**config.mk**
```make
export PLATFORM = sky130hd
export DESIGN_NAME = mult_share_arb
export DESIGN_NICKNAME = d
export VERILOG_FILES = /design/src/rtl/mult_share_arb.sv
export SDC_FILE = /design/constraint.sdc
export NUM_CORES = 1
export LEC_CHECK = 0
export ABC_AREA = 0
export CORE_MARGIN = 4
export CORE_UTILIZATION = 34
export DETAILED_ROUTE_END_ITERATION = 10
export DONT_BUFFER_PORTS = 1
export GPL_ROUTABILITY_DRIVEN = 0
export GPL_TIMING_DRIVEN = 0
export PLACE_DENSITY = 0.51
export SETUP_SLACK_MARGIN = 0.3
export SYNTH_ARGS = -nofsm -noshare
export SYNTH_HDL_FRONTEND = slang
export SYNTH_SLANG_ARGS = --single-unit
```
**constraint.sdc**
```tcl
create_clock -name clk -period 4.6 [get_ports clk]
set_clock_uncertainty 0.1 [all_clocks]
set_input_delay 0.46 -clock clk [delete_from_list [all_inputs] [get_ports clk]]
set_output_delay 0.46 -clock clk [all_outputs]
set_load 0.05 [all_outputs]
```
**src/rtl/mult_share_arb.sv**
```systemverilog
// mult_share_arb
//
// Shares one signed inWidth x inWidth multiplier among four requesters.
// A round-robin arbiter accepts one operand pair per cycle into stage 1.
// Stage 2 holds the sign-extended product and its requester ID. Stage 2
// drives a valid/ready output port.
//
// Ports:
//   clk       - clock, all state changes on the rising edge
//   rst       - asynchronous active-high reset
//   req       - per-requester request, bit i = requester i
//   reqIn0    - operand 0 of requester i in bits [i*inWidth +: inWidth]
//   reqIn1    - operand 1, same packing as reqIn0
//   gnt       - one-hot acceptance (combinational), operands taken at this edge
//   outValid  - product valid
//   outReady  - downstream accepts the product
//   outId     - requester index of the current product
//   out       - signed product, sign-extended to outWidth
//   busy      - either pipeline stage holds data
module mult_share_arb #(
  parameter int unsigned inWidth  = 8,
  parameter int unsigned outWidth = 20
) (
  input  logic                   clk,
  input  logic                   rst,
  input  logic [3:0]             req,
  input  logic [4*inWidth-1:0]   reqIn0,
  input  logic [4*inWidth-1:0]   reqIn1,
  output logic [3:0]             gnt,
  output logic                   outValid,
  input  logic                   outReady,
  output logic [1:0]             outId,
  output logic [outWidth-1:0]    out,
  output logic                   busy
);

  if (outWidth < 2 * inWidth) begin : g_width_check
    $error("outWidth must be at least 2*inWidth");
  end

  // Stage 1: operands, id, valid
  logic               v1_q, v1_d;
  logic [inWidth-1:0] in0_q, in0_d;
  logic [inWidth-1:0] in1_q, in1_d;
  logic [1:0]         id1_q, id1_d;
  // Stage 2: product, id, valid
  logic                out_valid_q, out_valid_d;
  logic [1:0]          out_id_q, out_id_d;
  logic [outWidth-1:0] out_q, out_d;
  // Index of the most recent grant
  logic [1:0]          last_q, last_d;

  logic       s2_load;
  logic       s1_load;
  logic       found;
  logic [1:0] cand;
  logic [1:0] gnt_idx;
  logic       grant;

  logic signed [2*inWidth-1:0] a_ext;
  logic signed [2*inWidth-1:0] b_ext;
  logic signed [2*inWidth-1:0] prod;
  logic        [outWidth-1:0]  prod_ext;

  assign s2_load = !out_valid_q || outReady;
  assign s1_load = !v1_q || s2_load;

  // Round-robin search starting one past the last grant.
  // The search wraps around to the last granted index itself.
  always_comb begin
    found   = 1'b0;
    cand    = 2'd0;
    gnt_idx = last_q;
    for (int unsigned k = 1; k <= 4; k++) begin
      cand = last_q + 2'(k);
      if (!found && req[cand]) begin
        found   = 1'b1;
        gnt_idx = cand;
      end
    end
  end

  // Reset gating keeps gnt low for the whole reset period.
  // During reset the pipeline would otherwise look empty and able to accept.
  assign grant = found && s1_load && !rst;
  assign gnt   = grant ? (4'b0001 << gnt_idx) : 4'b0000;

  // Size casts of signed values sign-extend, so the full 2*inWidth product is kept.
  assign a_ext    = (2 * inWidth)'($signed(in0_q));
  assign b_ext    = (2 * inWidth)'($signed(in1_q));
  assign prod     = a_ext * b_ext;
  assign prod_ext = outWidth'(prod);

  always_comb begin
    v1_d        = v1_q;
    in0_d       = in0_q;
    in1_d       = in1_q;
    id1_d       = id1_q;
    last_d      = last_q;
    out_valid_d = out_valid_q;
    out_id_d    = out_id_q;
    out_d       = out_q;

    // When S1 may load, its old contents either moved to S2 or it was empty.
    if (s1_load) begin
      v1_d = grant;
      if (grant) begin
        in0_d  = reqIn0[gnt_idx*inWidth +: inWidth];
        in1_d  = reqIn1[gnt_idx*inWidth +: inWidth];
        id1_d  = gnt_idx;
        last_d = gnt_idx;
      end
    end

    // Result registers only change when real data moves in.
    if (s2_load) begin
      out_valid_d = v1_q;
      if (v1_q) begin
        out_d    = prod_ext;
        out_id_d = id1_q;
      end
    end
  end

  always_ff @(posedge clk or posedge rst) begin
    if (rst) begin
      v1_q        <= 1'b0;
      in0_q       <= '0;
      in1_q       <= '0;
      id1_q       <= 2'd0;
      last_q      <= 2'd3;
      out_valid_q <= 1'b0;
      out_id_q    <= 2'd0;
      out_q       <= '0;
    end else begin
      v1_q        <= v1_d;
      in0_q       <= in0_d;
      in1_q       <= in1_d;
      id1_q       <= id1_d;
      last_q      <= last_d;
      out_valid_q <= out_valid_d;
      out_id_q    <= out_id_d;
      out_q       <= out_d;
    end
  end

  assign outValid = out_valid_q;
  assign outId    = out_id_q;
  assign out      = out_q;
  assign busy     = v1_q | out_valid_q;

endmodule

```
==> reports/metrics.csv <==
stage,metric,value,unit
route,wl_met2,5723,um
logic_synthesis,synth_nets,682,
logic_synthesis,avgSynthCellArea,9.141,um2
logic_synthesis,ys_seq_area_frac,0.2083,
clock_network,postCtsHoldBufs,0,
placed_design,place_inst,707,
route,drcViolationCount,0,
setup_path,rr_worst_depth,14,
clock_network,clock_latency,290,ps
setup_path,worstPathMaxFanout,4,
clock_network,cts_buffers,5,
global_route,grt_pass1_vias,3963,
flow_run,drv_cap,0,
setup_path,r2r_start,in0_q[3]$_DFFE_PP0P_,
setup_path,setup.worst_path.start_class,flip-flop,
setup_path,arrival,4460,ps
setup_path,critPathBufInv,3,
finish,diodes,0,
route,highest_layer,met4,
die,dieHeight,127.0,um
timing,max_clock_freq,227.5,MHz
setup_path,cp-end-kind,flip-flop,
timing,rsz0062_at_grt,true,
logic_synthesis,synthDistinctLibCells,51,
clock_network,cts_tree,yes,
timing,tns,0,ps
route,vias,3694,
logic_synthesis,synth_ff_type,dfrtp_1,
finish,layout-drive-gt1-share,0.2282,
placed_design,portBuffers,0,
logic_synthesis,synthTopCellsByArea,"fa_1 (23%), dfrtp_1 (20%), ha_1 (7.5%), inv_1 (6.9%), and2_1 (5.8%)",
die,row_count,43,
finish,fill_cells,1415,
placed_design,placed_area,5135,um2
logic_synthesis,syn-instance-count,527,
timing,tightest_slew,914.0,ps
finish,nets,715,
die,pin_count,99,
logic_synthesis,synthArstFlopShare,1.000,
global_route,gr-usage-all-layers,0.1539,
placed_design,dp.final_hpwl,9759,um
finish,final_area,5627,um2
global_route,grt.overflow.total,0,
die,die_w,127.0,um
setup_path,cp-startpoint,in0_q[3]$_DFFE_PP0P_,
clock_network,cts_max_path_buffers,2,
setup_path,crit_required,4670,ps
setup_path,slowest_stage,fa_1,
logic_synthesis,syn-cell-area,4817,um2
route,routedWlPerCell,16.42,um
route,drt-pass1-iter-count,4,
finish,area_growth,16.81,%
finish,stdcell_count,741,
setup_path,reg2reg_to,out[15]$_DFFE_PP0P_,
setup_path,critical_path_depth,14,
die,start_util,0.3470,
setup_path,cp_top_family,adder cells,
logic_synthesis,synth_top_cell_by_area,fa_1,
run_status,status,completed,
logic_synthesis,synth_most_common_cell,inv_1,
timing,finalMaxSlewViolations,0,
logic_synthesis,yosysWarningCount,0,
timing,finalSetupViolCount,0,
setup_path,regToRegSetupSlack,210,ps
timing,fin_crit_sh,0.9554,
logic_synthesis,synth_edf_count,0,
logic_synthesis,synth_seq_cells,40,
route,met1_length,5735,um
route,met3_length,611,um
clock_network,htreeDepth,2,
setup_path,cp_slowest_stage_delay,550,ps
setup_path,criticalPathCategory,flip-flop to flip-flop,
global_route,grt_max_degree,41,
clock_network,cts_root_buf,clkbuf_16,
global_route,grt_first_pass_wirelength,20210,um
die,dieArea,16140,um2
logic_synthesis,synth_common_cells,"inv_1 (89), nand2_1 (59), fa_1 (55), and2_1 (45), dfrtp_1 (38)",
setup_path,critPathCapture,out[15]$_DFFE_PP0P_,
route,ant_nets,0,
route,routed_wl,12170,um
clock_network,cts_sinks,40,
timing,holdWs,129.8,ps
clock_network,path_clk_slew,70,ps
worst_hold_path,min_path_type,primary input to asynchronous set/reset pin,
timing,relSlewSlack,0.3874,
global_route,antenna_found_initial,0,
timing,hold_violations,0,
timing,fin_crit,4395,ps
setup_path,path_common_cell,fa_1,
setup_path,cp_cell_sequence,buf_12 > and2_4 > fa_1 > fa_1 > fa_1 > inv_2 > fa_1 > inv_2 > ha_4 > o21a_1 > and3_4 > a2111oi_4 > o21ai_1 > a221o_1,
die,core,13880,um2
route,via_per_inst,4.985,
logic_synthesis,synth_top_area_frac,0.2286,
route,drt-initial-drc-count,175,
[how the worst min path moves through the flow]
stage,startpoint,end,slack (ps)
after floorplan,id1_q[1]$_DFFE_PP0P_,outId[1]$_DFFE_PP0P_,340
after global placement,id1_q[1]$_DFFE_PP0P_,outId[1]$_DFFE_PP0P_,360
after detailed placement,id1_q[1]$_DFFE_PP0P_,outId[1]$_DFFE_PP0P_,380
after CTS,rst,id1_q[0]$_DFFE_PP0P_,160
after global routing,rst,v1_q$_DFFE_PP0P_,200
final,rst,id1_q[0]$_DFFE_PP0P_,130
[cell usage in the layout, fill, tap and decap left out, types with 3 or more instances in the layout]
master / instances
a21oi_1: 5
o31ai_2: 8
buf_4: 25
buf_1: 3
inv_2: 10
nor3_1: 3
a211oi_1: 26
a211oi_2: 9
inv_1: 79
dfrtp_1: 22
nand3_1: 3
xor2_1: 5
nor2_1: 8
xnor2_1: 6
dfrtp_2: 16
o21ai_0: 10
o21a_1: 4
nand2b_1: 5
and3_1: 34
ha_1: 23
buf_2: 5
o21ai_2: 3
o31ai_1: 11
nand2_1: 58
and2_4: 6
clkbuf_16: 5
ha_4: 5
and2_1: 39
fa_1: 53
clkbuf_1: 10
nor2b_1: 7
buf_6: 6
[sequential cells by signal, summed over array words and instances (netlist names)]
| name | flops |
|---|---|
| id1_q | 2 |
| in0_q | 8 |
| in1_q | 8 |
| last_q | 2 |
| out | 16 |
| outId | 2 |
| outValid | 1 |
| v1_q | 1 |
[final cells by class]
cell class	instances	area, um2	area share
clock inverters	3	46.29	0.008228
repair buffers	26	212.7	0.03780
plain buffers	25	143.9	0.02557
well taps	180	225.2	0.04003
multi-input cells	373	3516	0.6249
inverters	89	334.1	0.05937
clock buffers	5	125.1	0.02224
flip-flops and latches	40	1023	0.1819
[kinds of logic (layout without fill, tap and decap cells)]
| logic type | after synthesis | in the layout | synth area share |
|---|---|---|---|
| simple gates | 179 | 179 | 0.1964 |
| buf+inv | 114 | 148 | 0.09922 |
| compound gates | 98 | 98 | 0.1699 |
| fa+ha+maj | 84 | 84 | 0.3039 |
| flops | 40 | 40 | 0.2083 |
| xor+xnor | 11 | 11 | 0.02000 |
| mux | 1 | 1 | 0.002337 |
[metal layers]
metal,global-route usage,up-vias
li1,-,1807
met1,0.2112,1778
met2,0.2550,103
met3,0.03470,6
met4,0.02397,0
met5,0,-
[per-stage QoR]
stage	util	setup WS [ps]
4_1_cts	0.3999	251.4
2_1_floorplan	-	303.4
6_report	0.4054	205.2
3_5_place_dp	0.3699	-4.328
5_1_grt	0.4054	99.08
3_3_place_gp	0.3685	24.80
[what timing repair did]
action                     in CTS  in global routing
pin swaps                      25                 18
gates cloned                    0                  0
setup buffers                  20                  6
resized for setup              34                 15
setup endpoints to repair       6                  6
Power is not shown: default switching activity piles up to over one toggle a cycle in this logic, so the estimate is an artifact.
